File: config.mk
export PLATFORM = sky130hd
export DESIGN_NAME = multipli_booth_seq
export DESIGN_NICKNAME = d
export VERILOG_FILES = /design/src/rtl/multipli_booth_pkg.sv /design/src/rtl/multipli_booth_step.sv /design/src/rtl/multipli_booth_seq.sv
export SDC_FILE = /design/constraint.sdc
export NUM_CORES = 1
export LEC_CHECK = 0
export ABC_AREA = 1
export ABC_CLOCK_PERIOD_IN_PS = 4650
export CAP_MARGIN = 20
export CORE_ASPECT_RATIO = 2
export CORE_MARGIN = 2
export CORE_UTILIZATION = 39
export CTS_BUF_LIST = sky130_fd_sc_hd__clkbuf_16
export CTS_CLUSTER_SIZE = 10
export DETAILED_ROUTE_END_ITERATION = 12
export PLACE_DENSITY = 0.71
export REMOVE_ABC_BUFFERS = 1
export SLEW_MARGIN = 15
export SYNTH_ARGS = -nofsm -noshare
export SYNTH_HDL_FRONTEND = slang
export SYNTH_SLANG_ARGS = --single-unit
File: constraint.sdc
create_clock -name CLK -period 4.65 [get_ports CLK]
set_input_delay 1.395 -clock CLK [delete_from_list [all_inputs] [get_ports CLK]]
set_output_delay 1.395 -clock CLK [all_outputs]
set_load 0.02 [all_outputs]
File: src/rtl/multipli_booth_pkg.sv
// Shared types and width helpers for the sequential radix-2 Booth multiplier.
package multipli_booth_pkg;

    typedef enum logic [1:0] {
        StIdle,
        StCalc,
        StDone
    } state_e;

    function automatic int unsigned prod_width(input int unsigned a_bits,
                                               input int unsigned b_bits);
        return a_bits + b_bits;
    endfunction

    // Counter must hold B_BITS+1 iterations.
    function automatic int unsigned cnt_width(input int unsigned b_bits);
        return $clog2(b_bits + 2);
    endfunction

endpackage

File: src/rtl/multipli_booth_step.sv
// One radix-2 Booth iteration: conditional add/sub of the multiplicand, then arithmetic shift.
module multipli_booth_step #(
    parameter int unsigned A_BITS = 8,
    parameter int unsigned B_BITS = 8
) (
    input  logic [A_BITS:0] p_hi,
    input  logic [B_BITS:0] p_lo,
    input  logic            q_m1,
    input  logic [A_BITS:0] a_ext,
    output logic [A_BITS:0] p_hi_nxt,
    output logic [B_BITS:0] p_lo_nxt,
    output logic            q_m1_nxt
);

    logic [A_BITS:0] sum;

    always_comb begin
        sum = p_hi;
        case ({p_lo[0], q_m1})
            2'b01:   sum = p_hi + a_ext;
            2'b10:   sum = p_hi - a_ext;
            default: sum = p_hi;
        endcase
    end

    // Shift of {sum, p_lo, q_m1} right by one, replicating the sign of sum.
    assign p_hi_nxt = {sum[A_BITS], sum[A_BITS:1]};
    assign p_lo_nxt = {sum[0], p_lo[B_BITS:1]};
    assign q_m1_nxt = p_lo[0];

endmodule

File: src/rtl/multipli_booth_seq.sv
// Sequential signed/unsigned Booth multiplier behind a START / END_MULT handshake.
module multipli_booth_seq
    import multipli_booth_pkg::*;
#(
    parameter int unsigned A_BITS = 8,
    parameter int unsigned B_BITS = 8
) (
    input  logic                                     CLK,
    input  logic                                     RESET,
    input  logic                                     START,
    input  logic                                     SIGNED_MODE,
    input  logic [A_BITS-1:0]                        A,
    input  logic [B_BITS-1:0]                        B,
    output logic [prod_width(A_BITS, B_BITS)-1:0]    S,
    output logic                                     END_MULT,
    output logic                                     BUSY
);

    localparam int unsigned PW   = prod_width(A_BITS, B_BITS);
    localparam int unsigned CntW = cnt_width(B_BITS);

    state_e            state_q, state_d;
    logic [A_BITS:0]   a_ext_q, a_ext_d;
    logic [A_BITS:0]   p_hi_q, p_hi_d;
    logic [B_BITS:0]   p_lo_q, p_lo_d;
    logic              q_m1_q, q_m1_d;
    logic [CntW-1:0]   cnt_q, cnt_d;
    logic [PW-1:0]     s_q, s_d;
    logic              end_q, end_d;
    logic              busy_q, busy_d;

    logic [A_BITS:0]   step_p_hi;
    logic [B_BITS:0]   step_p_lo;
    logic              step_q_m1;
    logic [PW+1:0]     step_prod;
    logic              unused_prod_top;

    multipli_booth_step #(
        .A_BITS (A_BITS),
        .B_BITS (B_BITS)
    ) u_step (
        .p_hi     (p_hi_q),
        .p_lo     (p_lo_q),
        .q_m1     (q_m1_q),
        .a_ext    (a_ext_q),
        .p_hi_nxt (step_p_hi),
        .p_lo_nxt (step_p_lo),
        .q_m1_nxt (step_q_m1)
    );

    // Top two bits are pure sign extension of the exact product.
    assign step_prod       = {step_p_hi, step_p_lo};
    assign unused_prod_top = ^step_prod[PW+1:PW];

    always_comb begin
        state_d = state_q;
        a_ext_d = a_ext_q;
        p_hi_d  = p_hi_q;
        p_lo_d  = p_lo_q;
        q_m1_d  = q_m1_q;
        cnt_d   = cnt_q;
        s_d     = s_q;
        end_d   = 1'b0;

        case (state_q)
            StIdle: begin
                if (START) begin
                    state_d = StCalc;
                    a_ext_d = {SIGNED_MODE & A[A_BITS-1], A};
                    p_hi_d  = '0;
                    p_lo_d  = {SIGNED_MODE & B[B_BITS-1], B};
                    q_m1_d  = 1'b0;
                    cnt_d   = CntW'(B_BITS + 1);
                end
            end
            StCalc: begin
                p_hi_d = step_p_hi;
                p_lo_d = step_p_lo;
                q_m1_d = step_q_m1;
                cnt_d  = cnt_q - CntW'(1);
                if (cnt_q == CntW'(1)) begin
                    state_d = StDone;
                    s_d     = step_prod[PW-1:0];
                    end_d   = 1'b1;
                end
            end
            StDone: begin
                state_d = StIdle;
            end
            default: begin
                state_d = StIdle;
            end
        endcase

        busy_d = (state_d != StIdle);
    end

    always_ff @(posedge CLK) begin
        if (RESET) begin
            state_q <= StIdle;
            a_ext_q <= '0;
            p_hi_q  <= '0;
            p_lo_q  <= '0;
            q_m1_q  <= 1'b0;
            cnt_q   <= '0;
            s_q     <= '0;
            end_q   <= 1'b0;
            busy_q  <= 1'b0;
        end else begin
            state_q <= state_d;
            a_ext_q <= a_ext_d;
            p_hi_q  <= p_hi_d;
            p_lo_q  <= p_lo_d;
            q_m1_q  <= q_m1_d;
            cnt_q   <= cnt_d;
            s_q     <= s_d;
            end_q   <= end_d;
            busy_q  <= busy_d;
        end
    end

    assign S        = s_q;
    assign END_MULT = end_q;
    assign BUSY     = busy_q;

endmodule

Word-level counts from Yosys, hierarchy flattened
Index checks and enable logic that the tools add are counted.
Storage, ports and cells
  register bits: 52
  word-level logic and storage cells: 40
  input port bits: 20
  output and inout bits: 18
Operators by class
  equality and inequality tests: 5
  bitwise gates (word level): 3
  add/sub/neg operators: 3
  mux-type cells: 13
  reduce and logical (&&, ||, !) cells: 7
Operator list (number)
  9-bit one-hot mux with 2 select lines: 3
  9-bit 2-to-1 mux: 2
  9-bit adder: 1
  9-bit subtractor: 1
  4-bit one-hot mux with 2 select lines: 1
  2-bit AND reduction: 3
  2-bit by 1-bit == test with 1-bit output, second input constant: 2
  4-bit by 1-bit == test with 1-bit output, second input constant: 1
  2-bit 2-to-1 mux: 2
  4-bit 2-to-1 mux: 1
  2-bit one-hot mux with 2 select lines: 1
  2-bit nonzero test: 2
  4-bit by 1-bit subtractor with 4-bit output, second input constant: 1
  1-bit bitwise AND: 2
  2-bit == test, second input constant: 1
  2-bit logical NOT: 1
  1-bit 2-to-1 mux: 2
  2-bit != test, second input constant: 1
  1-bit one-hot mux with 2 select lines: 1
  2-bit OR reduction: 1
  1-bit inverter: 1

Depth between registers and ports, before layout
Gate-level depths: netlist (run 1).
  word-level depth: 4
  mapped depth: 18

By module
Synthesis (run 1) repeated with hierarchy kept, for this count alone.
Second synthesis, totals
  cell total of the unflattened synthesis: 394
  area total of the unflattened synthesis: 2690.1 um^2
Modules (own cells, without submodules)
  multipli_booth_seq: area an instance 1924.3 um^2, times used 1, cells an instance 255
  multipli_booth_step: area an instance 765.7 um^2, times used 1, cells an instance 139

Worst setup path before layout (run 1)
OpenSTA, ideal clock, no wires.
  path kind: input to register
  from: input port START
  to: register a_ext_q[2]
  path buffers: 1
  arrival: 2.085 ns
  slack: 2.445 ns
  library setup time: 0.120 ns
  required time: 4.530 ns
  cell stages on the path: 6
  cell sequence: nand2_1 nor2_4 inv_2 buf_2 o21ai_1 a21oi_1
On the way
  cells in the longest elaborated chain, start to end: 1
RTL lines
  start, declared: RTL line multipli_booth_seq.sv:10  | input logic START,
  2-bit AND reduction (no source line)
  end signal, assigned: RTL line multipli_booth_seq.sv:111  | a_ext_q <= a_ext_d;
  end, declared: RTL line multipli_booth_seq.sv:23  | logic [A_BITS:0] a_ext_q, a_ext_d;
No other way between the ends.
A chain may end at the register's enable or synchronous reset.

Final worst setup path (run 1)
  from: input port RESET
  to: register cnt_q[1]
RTL lines
  start, declared: RTL line multipli_booth_seq.sv:9  | input logic RESET,
  end signal, assigned: RTL line multipli_booth_seq.sv:115  | cnt_q <= cnt_d;
  end, declared: RTL line multipli_booth_seq.sv:27  | logic [CntW-1:0] cnt_q, cnt_d;
No word-level cell between the ends.

==> out/qor.txt, run 1 <==
outcome = finished clean
RSZ-0062 raised after global routing = false
number of buffers added by the clock tree synthesis step = 5
layout cell share with drive strength beyond 1 = 5.08%
cts hold-fix bufs = 0
number of flops mapped to enable cells by yosys = 0
global route total overflow = 0
first-pass detailed-route iteration total = 4
critical path launch point = RESET
number of stages on the worst setup path = 3
Avg Synthesized Cell Area = 7.23 um^2
startpoint of the worst-slack reg-to-reg timing path = q_m1_q$_SDFFE_PP0P_
met1 usage = 20.8%
Leakage = 1.33 nW
Core Box Area = 6570 um^2
clock tree from TritonCTS = yes
dominant cell type by area after synthesis = sky130_fd_sc_hd__dfxtp_1
postcts setup bufs = 0
horizontal die dimension = 61.9 um
M2 GR Usage = 32.2%
maximum cell stage delay along the critical path = 0.91 ns
proportion of register bits with asynchronous set or reset after synthesis = 0%
number of violations of the max-capacitance limit = 0
master of the slowest instance on the critical path = sky130_fd_sc_hd__clkdlybuf4s50_1
worst supply voltage drop on vdd = 0.346 mV
number of nets with antenna violations after detailed routing = 0
worst path bufs/invs = 2
number of I/O pins = 38
number of buffers on the longest clock path = 2
sequential fraction of the synthesis area = 39.1%
Yosys top cell area share = 39.1%
Cells after Synth = 361
Worst Setup Path Type = input port to flop
average wire length per cell after detail routing = 12.7 um
initial DRC count = 117
via count of the first global-routing pass = 2327
worst min path class = flop to flop
Final Critical Period = 2.85 ns
worst relative slew slack = 54.5%
mean number of vias per cell = 4.95
Antenna Cells = 0
DP HPWL = 4590 um
most frequent cells after synthesis = sky130_fd_sc_hd__nand2_1 (89), sky130_fd_sc_hd__dfxtp_1 (51), sky130_fd_sc_hd__inv_1 (40)
Setup crit start kind = input port
Hold Path Origin = S[0]$_SDFFE_PP0P_
first-pass GRT wire length = 10200 um
die boundary height = 120 um
pin count of the biggest net entering global routing = 21
most instantiated library cell after synthesis = sky130_fd_sc_hd__nand2_1
Hold Fails Final Rpt = 0
post-synth design cell area = 2610 um^2
crit share post-route = 61.3%
Hold Path Cell Cnt = 2
number of different library cells in the post-synthesis netlist = 35
Seq cells post-synth = 51
synth-to-layout area growth = 21.1%
nets@finish = 427
Critical R2R Capture = p_hi_q[7]$_SDFFE_PP0P_
Critical Path Sink Type = flop
die area = 7410 um^2
critical path data arrival time = 3.04 ns
initial cell density of the core = 39.8%
utilization of the core after routing = 48.2%
worst-margin pin slew = 0.680 ns
YS warnings = 0
Min-Delay Endpoint = S[0]$_SDFFE_PP0P_
H-tree depth reported by CTS = 2
GRT busiest layer = met2
Resize count post-CTS = 0
DRC violations left = 0
GR Layer Usage met3 = 2.48%
total number of vias = 2387
total negative setup slack = 0 ns
Clock transition at path regs = 0.06 ns
maximum achievable frequency = 351 MHz
count of port buffers added during placement = 37
category of cells accounting for the largest share of critical-path delay = buffers and inverters
Data required, critical path = 4.83 ns
worst reg-to-reg path cell count = 17
latest clock arrival within the worst-skew pair = 0.29 ns
critical path, cell by cell = clkdlybuf4s50_1 > inv_1 > and2_1
Std-Cell Rows = 42
largest clock skew in the final design = 0.00694 ns
leading post-synthesis cells by cell area = sky130_fd_sc_hd__dfxtp_1 (39%), sky130_fd_sc_hd__nand2_1 (13%), sky130_fd_sc_hd__a21oi_1 (6.9%)
crit-path max FO = 16
Root Driver = sky130_fd_sc_hd__clkbuf_16
layout filler cell count = 649
Hold WS = 0.461 ns
number of antenna violations at the first check in global routing = 0
drt total wl = 6110 um
TritonCTS Sinks = 51
flop-to-flop setup slack = 2.22 ns
RePlAce Congestion = 0.812
areal power density over the cells = 356 nW/um^2
Final Max Tran Viols = 0
Setup-failing EPs final = 0
GRT Overall Usage = 18.4%
ys flop type = sky130_fd_sc_hd__dfxtp_1
-- state kept, by name, summed over array words and instances, names as in the netlist --
| register | flops |
|---|---|
| a_ext_q | 9 |
| q_m1_q | 1 |
| BUSY | 1 |
| p_lo_q | 9 |
| END_MULT | 1 |
| p_hi_q | 8 |
| cnt_q | 4 |
| state_q | 2 |
| S | 16 |
-- cell type report --
| class | count | area (um^2) | share of cell area (%) |
|---|---|---|---|
| clock buffer | 5 | 125 | 3.96 |
| clock inverter | 2 | 8.76 | 0.277 |
| inverter | 46 | 178 | 5.62 |
| multi-input combinational | 252 | 1340 | 42.4 |
| sequential | 51 | 1020 | 32.3 |
| tap | 88 | 110 | 3.48 |
| timing repair buffer | 38 | 378 | 11.9 |
-- how the worst max path moves through the flow --
stage | to | slack (ns)
2_1_floorplan | cnt_q[3]$_SDFFE_PP0P_ | 2.34
3_3_place_gp | cnt_q[1]$_SDFFE_PP0P_ | 1.51
3_5_place_dp | cnt_q[1]$_SDFFE_PP0P_ | 1.51
4_1_cts | cnt_q[1]$_SDFFE_PP0P_ | 1.81
5_1_grt | a_ext_q[1]$_SDFFE_PP0P_ | 1.62
6_report | cnt_q[1]$_SDFFE_PP0P_ | 1.80
-- routing by layer --
layer | part of all wire [%] | vias to the layer above | wire length [um]
li1 | - | 1233 | -
met1 | 40 | 1103 | 2460
met2 | 55 | 42 | 3370
met3 | 2.4 | 9 | 146
met4 | 2.2 | 0 | 137
met5 | 0 | - | 0
-- through the flow --
stage	setup WS (ns)	power [mW]	area, um^2	std cells
2_1_floorplan	2.34	0.704	2540	349
3_3_place_gp	1.51	0.789	3030	475
3_5_place_dp	1.51	0.795	3030	475
4_1_cts	1.81	1.14	3160	482
5_1_grt	1.62	1.20	3160	482
6_report	1.80	1.13	3160	482
-- cells in the final DEF, fill, tap and decap left out, types with 2 or more instances in the layout --
cell | Yosys | routed
sky130_fd_sc_hd__a21oi_1 | 36 | 36
sky130_fd_sc_hd__nand4_1 | 2 | 2
sky130_fd_sc_hd__nor2_8 | 3 | 3
sky130_fd_sc_hd__clkdlybuf4s50_1 | 0 | 37
sky130_fd_sc_hd__a31oi_1 | 3 | 3
sky130_fd_sc_hd__xnor2_1 | 4 | 4
sky130_fd_sc_hd__a211oi_1 | 4 | 4
sky130_fd_sc_hd__a22oi_1 | 3 | 3
sky130_fd_sc_hd__nor3_1 | 2 | 2
sky130_fd_sc_hd__inv_1 | 40 | 40
sky130_fd_sc_hd__xor2_1 | 4 | 4
sky130_fd_sc_hd__o211ai_1 | 2 | 2
sky130_fd_sc_hd__nand3_1 | 25 | 25
sky130_fd_sc_hd__or2_2 | 2 | 2
sky130_fd_sc_hd__a221oi_1 | 2 | 2
sky130_fd_sc_hd__clkbuf_16 | 0 | 5
sky130_fd_sc_hd__inv_2 | 5 | 5
sky130_fd_sc_hd__nand2_1 | 89 | 89
sky130_fd_sc_hd__nor2_1 | 36 | 36
sky130_fd_sc_hd__dfxtp_1 | 51 | 51
sky130_fd_sc_hd__o21ai_0 | 14 | 14
sky130_fd_sc_hd__ha_1 | 12 | 12
-- report_power, final --
group          switching (mW)  internal [mW]
sequential             0.0199          0.464
combinational           0.185          0.116
clock                   0.149          0.194
total                   0.354          0.773
-- worst min-delay path, delay by kind of cell, from the launching register on --
kind               cells  cell delay (ns)
DFF                    1             0.31
and+or+nand+nor        1             0.06
AOI/OAI and AO/OA      1             0.05
-- cells by family after synthesis --
kind of cell,count (synthesis),share of synthesized area (%)
simple gates,163,27.6
fa+ha+maj,13,6.52
flops,51,39.1
buf+inv,58,9.49
compound gates,68,14.6
xor+xnor,8,2.68
No activity file was read; power rests on OpenSTA's default activity.
==> inputs of run 2 (changes only) <==
ABC_CLOCK_PERIOD_IN_PS = 2440   (was 4650)
PLACE_DENSITY = 0.73   (was 0.71)
clock period = 2.44 ns   (was 4.65 ns; I/O delays follow)
==> out/qor.txt, run 2 (same netlist as run 1, synthesis figures left out) <==
outcome = finished clean
crit share post-route = 92.1%
postcts setup bufs = 0 (unchanged)
layout filler cell count = 624 (-3.9%)
global route total overflow = 0 (unchanged)
worst supply voltage drop on vdd = 0.496 mV (+43%)
total number of vias = 2392 (+0.21%)
initial cell density of the core = 39.8% (unchanged)
latest clock arrival within the worst-skew pair = 0.29 ns (about the same)
number of flip-flops under the largest register name = 16 (unchanged)
met2 routed WL = 3610 um (+7.3%)
worst relative slew slack = 63.1% (+8.5 points)
post-route worst setup slack = 0.193 ns (-1.61 ns)
number of buffers on the longest clock path = 2 (unchanged)
via count of the first global-routing pass = 2297 (-1.3%)
crit-path max FO = 4 (-12)
maximum achievable frequency = 445 MHz
worst min path class = flop to flop
leading cell type in the layout, fill and taps excluded = sky130_fd_sc_hd__nand2_1
first-pass GRT wire length = 10600 um (+4.1%)
Std-Cell Rows = 42 (unchanged)
area occupied by multi-input gates = 1400 um^2 (+4.5%)
RePlAce Congestion = 0.908 (+12%)
synth-to-layout area growth = 26.6%
wire length on met1 = 2380 um (-3.3%)
Core Box Area = 6570 um^2 (unchanged)
first-pass detailed-route iteration total = 4 (unchanged)
H-tree depth reported by CTS = 2 (unchanged)
layout cell share with drive strength beyond 1 = 9.55% (+4.5 points)
Data required, critical path = 2.61 ns (-2.22 ns)
Register Area = 1020 um^2 (+0.12%)
Final Max Tran Viols = 0 (unchanged)
GRT Overall Usage = 19.3% (+0.89 points)
Root Driver = sky130_fd_sc_hd__clkbuf_16
die boundary height = 120 um (unchanged)
Resize count post-CTS = 0 (unchanged)
clock tree from TritonCTS = yes
length of routed met3 wiring = 183 um (+25%)
Critical Path Sink Type = flop
mean number of vias per cell = 4.92 (-0.62%)
horizontal die dimension = 61.9 um (unchanged)
average wire length per cell after detail routing = 13.1 um (+3.7%)
commonest non-fill, non-tap cells in the layout = sky130_fd_sc_hd__nand2_1 (88), sky130_fd_sc_hd__dfxtp_1 (50), sky130_fd_sc_hd__inv_1 (39), sky130_fd_sc_hd__clkdlybuf4s50_1 (37), sky130_fd_sc_hd__nor2_1 (35)
cell area reported after detailed placement = 3050 um^2 (+0.74%)
die area = 7410 um^2 (unchanged)
Antenna Cells = 0 (unchanged)
minimum setup slack after placement = 0.0699 ns (-1.44 ns)
final instance area = 3310 um^2 (+4.5%)
number of antenna violations at the first check in global routing = 0 (unchanged)
initial DRC count = 77 (-34%)
drt total wl = 6390 um (+4.6%)
worst-margin pin slew = 0.554 ns (-0.127 ns)
DRC violations left = 0 (unchanged)
Hold Fails Final Rpt = 0 (unchanged)
number of violations of the max-capacitance limit = 0 (unchanged)
nets@finish = 430 (+0.70%)
Clock transition at path regs = 0.07 ns (about the same)
Setup-failing EPs final = 0 (unchanged)
count of port buffers added during placement = 37 (unchanged)
top sig layer = met4
number of I/O pins = 38 (unchanged)
pin count of the biggest net entering global routing = 35 (+67%)
critical path data arrival time = 2.42 ns (-0.62 ns)
cts hold-fix bufs = 0 (unchanged)
Worst Setup Path Type = flop to flop
utilization of the core after routing = 50.3% (+2.2 points)
areal power density over the cells = 739 nW/um^2 (+110%)
DP HPWL = 4810 um (+4.8%)
TritonCTS Sinks = 51 (unchanged)
number of buffers added by the clock tree synthesis step = 5 (unchanged)
Final Critical Period = 2.25 ns
Leakage = 1.38 nW (+3.3%)
Setup crit start kind = flop
largest clock skew in the final design = 0.00554 ns (-0.00140 ns)
number of nets with antenna violations after detailed routing = 0 (unchanged)
==> run 2: metrics by stage <==
step	hold WS (ns)	TNS (ns)	instances	total power [mW]
2_1_floorplan	0.435	0	349	1.34
3_3_place_gp	0.450	0	478	1.52
3_5_place_dp	0.455	0	478	1.53
4_1_cts	0.466	0	486	2.43
5_1_grt	0.487	-0.000934	486	2.58
6_report	0.460	0	486	2.44
==> run 2: where the power goes <==
part	switching, mW	internal (mW)
clock	0.312	0.587
combinational	0.369	0.250
sequential	0.0417	0.884
==> run 2: worst paths after layout <==
| kind | start | to | slack, ns | cells after the start |
|---|---|---|---|---|
| setup / recovery | a_ext_q[0]$_SDFFE_PP0P_ | p_hi_q[5]$_SDFFE_PP0P_ | 0.19 | 17 |
| hold reg to reg | S[4]$_SDFFE_PP0P_ | S[4]$_SDFFE_PP0P_ | 0.46 | 2 |
| hold / removal | S[4]$_SDFFE_PP0P_ | S[4]$_SDFFE_PP0P_ | 0.46 | 2 |
| setup reg to reg | a_ext_q[0]$_SDFFE_PP0P_ | p_hi_q[5]$_SDFFE_PP0P_ | 0.19 | 17 |
==> run 2: area by class of cell <==
class / instances / area share, %
repair buffers: 41 / 12.1
multi-input cells: 252 / 42.4
clock buffers: 5 / 3.79
inverters: 46 / 5.37
clock inverters: 3 / 2.04
flip-flops and latches: 51 / 30.9
well taps: 88 / 3.33
==> run 2: metal layers <==
| layer | up-vias | global-route usage, % |
|---|---|---|
| met1 | 1097 | 20.8 |
| met5 | - | 0 |
| li1 | 1243 | - |
| met2 | 39 | 35.1 |
| met4 | 0 | 7.85 |
| met3 | 13 | 2.69 |
==> run 2: worst max-delay path, cell delays in order (launching register included) <==
cell                      delay (ns)
sky130_fd_sc_hd__dfxtp_2        0.35
sky130_fd_sc_hd__inv_1          0.08
sky130_fd_sc_hd__ha_1           0.23
sky130_fd_sc_hd__nand2_2        0.10
sky130_fd_sc_hd__nor2_2         0.05
sky130_fd_sc_hd__nor2_1         0.14
sky130_fd_sc_hd__xor2_1         0.15
sky130_fd_sc_hd__inv_1          0.10
sky130_fd_sc_hd__ha_4           0.30
sky130_fd_sc_hd__nand2_1        0.06
sky130_fd_sc_hd__nor2_1         0.08
sky130_fd_sc_hd__nand2_1        0.09
sky130_fd_sc_hd__nand3_2        0.07
sky130_fd_sc_hd__nand2_1        0.05
sky130_fd_sc_hd__nand3_1        0.09
sky130_fd_sc_hd__nand2_1        0.07
sky130_fd_sc_hd__nand2_1        0.06
sky130_fd_sc_hd__a21oi_1        0.06
==> inputs of run 3 (changes only) <==
ABC_CLOCK_PERIOD_IN_PS = 2200   (was 2440)
CTS_CLUSTER_SIZE = 20   (was 10)
PLACE_DENSITY = 0.71   (was 0.73)
clock period = 2.2 ns   (was 2.44 ns; I/O delays follow)
==> out/qor.txt, run 3 (same netlist as run 1, synthesis figures left out) <==
first-pass detailed-route iteration total = 4 (unchanged)
RePlAce Congestion = 0.957 (+5.4%)
wire length on met1 = 2470 um (+3.7%)
total number of vias = 2511 (+5.0%)
latest clock arrival within the worst-skew pair = 0.29 ns (about the same)
layout cell share with drive strength beyond 1 = 18.4% (+8.9 points)
Final Critical Period = 2.13 ns (-0.121 ns)
commonest non-fill, non-tap cells in the layout = sky130_fd_sc_hd__nand2_1 (81), sky130_fd_sc_hd__dfxtp_1 (48), sky130_fd_sc_hd__clkdlybuf4s50_1 (37), sky130_fd_sc_hd__inv_1 (34), sky130_fd_sc_hd__nor2_1 (33)
Critical Path Sink Type = flop
flop-to-flop setup slack = 0.07 ns (-0.12 ns)
Hold Path Cell Cnt = 2 (unchanged)
die area = 7410 um^2 (unchanged)
overall power = 2.62 mW (+7.1%)
Std-Cell Rows = 42 (unchanged)
worst min path class = flop to flop
final instance area = 3480 um^2 (+5.4%)
pin count of the biggest net entering global routing = 20 (-43%)
nets@finish = 444 (+3.3%)
category of cells accounting for the largest share of critical-path delay = simple AND/OR/NAND/NOR gates
worst-margin pin slew = 0.557 ns (+0.00352 ns)
number of buffers on the longest clock path = 2 (unchanged)
mean number of vias per cell = 5.02 (+2.0%)
top sig layer = met4
critical path, cell by cell = inv_4 > ha_4 > nand2_4 > nor2_4 > a21oi_2 > xnor2_1 > ha_1 > nand2_2 > inv_2 > a21oi_2 > nand2_1 > nand2_1 > nand3_2 > nand3_2 > a21oi_2
count of port buffers added during placement = 37 (unchanged)
cts hold-fix bufs = 0 (unchanged)
Data required, critical path = 2.38 ns (-0.23 ns)
GRT Overall Usage = 20.4% (+1.2 points)
Worst Setup Path Type = flop to flop
Min-Delay Endpoint = S[4]$_SDFFE_PP0P_
Critical R2R Capture = p_hi_q[6]$_SDFFE_PP0P_
clock tree from TritonCTS = yes
average wire length per cell after detail routing = 13.8 um (+4.7%)
worst reg-to-reg path cell count = 15 (-2)
master of the slowest instance on the critical path = sky130_fd_sc_hd__ha_1
Hold Fails Final Rpt = 0 (unchanged)
Setup crit start kind = flop
die boundary height = 120 um (unchanged)
TritonCTS Sinks = 51 (unchanged)
length of routed met3 wiring = 250 um (+37%)
via count of the first global-routing pass = 2493 (+8.5%)
cell repeated most along the worst path = sky130_fd_sc_hd__a21oi_2
largest clock skew in the final design = 0.00398 ns (-0.00156 ns)
synth-to-layout area growth = 33.4%
number of violations of the max-capacitance limit = 0 (unchanged)
worst path bufs/invs = 2 (unchanged)
startpoint of the worst-slack reg-to-reg timing path = a_ext_q[1]$_SDFFE_PP0P_
worst relative slew slack = 62.8% (-0.23 points)
worst supply voltage drop on vdd = 0.656 mV (+32%)
crit share post-route = 96.6% (+4.5 points)
horizontal die dimension = 61.9 um (unchanged)
cell area reported after detailed placement = 3120 um^2 (+2.2%)
first-pass GRT wire length = 11200 um (+5.6%)
H-tree depth reported by CTS = 2 (unchanged)
Antenna Cells = 0 (unchanged)
Clock transition at path regs = 0.06 ns (about the same)
outcome = finished clean
Core Box Area = 6570 um^2 (unchanged)
drt total wl = 6880 um (+7.7%)
Hold Path Origin = S[4]$_SDFFE_PP0P_
RSZ-0062 raised after global routing = true
number of flip-flops under the largest register name = 16 (unchanged)
maximum cell stage delay along the critical path = 0.36 ns (about the same)
Setup-failing EPs final = 0 (unchanged)
maximum achievable frequency = 470 MHz (+5.7%)
critical path launch point = a_ext_q[1]$_SDFFE_PP0P_
DP HPWL = 5120 um (+6.5%)
crit-path max FO = 4 (unchanged)
critical path data arrival time = 2.31 ns (-0.11 ns)
Leakage = 1.43 nW (+4.0%)
met2 routed WL = 3860 um (+6.9%)
initial DRC count = 55 (-29%)
Root Driver = sky130_fd_sc_hd__clkbuf_16
DRC violations left = 0 (unchanged)
number of antenna violations at the first check in global routing = 0 (unchanged)
areal power density over the cells = 751 nW/um^2 (+1.6%)
leading cell type in the layout, fill and taps excluded = sky130_fd_sc_hd__nand2_1
number of I/O pins = 38 (unchanged)
global route total overflow = 0 (unchanged)
Final Max Tran Viols = 0 (unchanged)
number of buffers added by the clock tree synthesis step = 5 (unchanged)
number of nets with antenna violations after detailed routing = 0 (unchanged)
initial cell density of the core = 39.8% (unchanged)
## run 3: cell count changes in the layout (fill, tap and decap cells not counted), moves of 3 or more
| cell | delta |
|---|---|
| sky130_fd_sc_hd__a21oi_1 | -4 |
| sky130_fd_sc_hd__a21oi_2 | +4 |
| sky130_fd_sc_hd__buf_4 | +14 |
| sky130_fd_sc_hd__ha_4 | +3 |
| sky130_fd_sc_hd__inv_1 | -5 |
| sky130_fd_sc_hd__inv_2 | +4 |
| sky130_fd_sc_hd__nand2_1 | -7 |
| sky130_fd_sc_hd__nand2_2 | +6 |
| sky130_fd_sc_hd__nand3_1 | -4 |
| sky130_fd_sc_hd__nand3_2 | +3 |
## run 3: how the worst max path moves through the flow
stage	end	slack, ns	cells after the start
6_report	p_hi_q[6]$_SDFFE_PP0P_	0.07	15
5_1_grt	p_hi_q[6]$_SDFFE_PP0P_	-0.06	15
4_1_cts	p_hi_q[6]$_SDFFE_PP0P_	0.001	15
3_5_place_dp	p_hi_q[6]$_SDFFE_PP0P_	-0.22	14
3_3_place_gp	p_hi_q[6]$_SDFFE_PP0P_	-0.18	15
2_1_floorplan	p_hi_q[7]$_SDFFE_PP0P_	0.14	15
## run 3: tightest hold or removal path, cell delays in order, from the launching register on
cell and delay [ns]:
sky130_fd_sc_hd__dfxtp_1 0.31, sky130_fd_sc_hd__nand2_1 0.06, sky130_fd_sc_hd__a21oi_1 0.05
## run 3: area by class of cell
type | count | area, um^2
clock inverters | 3 | 15.0
inverters | 46 | 180
clock buffers | 5 | 125
repair buffers | 55 | 505
well taps | 88 | 110
flip-flops and latches | 51 | 1020
multi-input cells | 252 | 1520
fillers | 629 | 3080
## run 3: metal layers
layer	GRT usage, %	vias to the layer above
met5	0	-
met4	11.8	0
met3	2.37	18
met2	36.0	63
met1	21.8	1163
li1	-	1267
## run 3: per-stage QoR
step | utilization [%] | worst slack [ns] | TNS (ns) | std cells | hold WS (ns)
after floorplan | - | 0.135 | 0 | 349 | 0.435
after global placement | 47.5 | -0.178 | -0.698 | 487 | 0.452
after detailed placement | 47.5 | -0.222 | -0.815 | 487 | 0.458
after CTS | 50.6 | 0.00127 | 0 | 497 | 0.467
after global routing | 53.0 | -0.0631 | -0.197 | 500 | 0.487
final | 53.0 | 0.0743 | 0 | 500 | 0.466
## run 3: repair_timing
action,CTS,global route
setup endpoints to repair,8,13
gates resized for setup,11,39
hold endpoints to repair,0,0
pin swaps,5,23
setup buffers,2,3
## run 3: power breakdown
part / internal, mW / leakage (nW) / switching, mW / total, mW
logic: 0.363 / 0.949 / 0.470 / 0.833
registers: 0.982 / 0.417 / 0.0503 / 1.03
clock network: 0.414 / 0.0649 / 0.340 / 0.754
total: 1.76 / 1.43 / 0.860 / 2.62
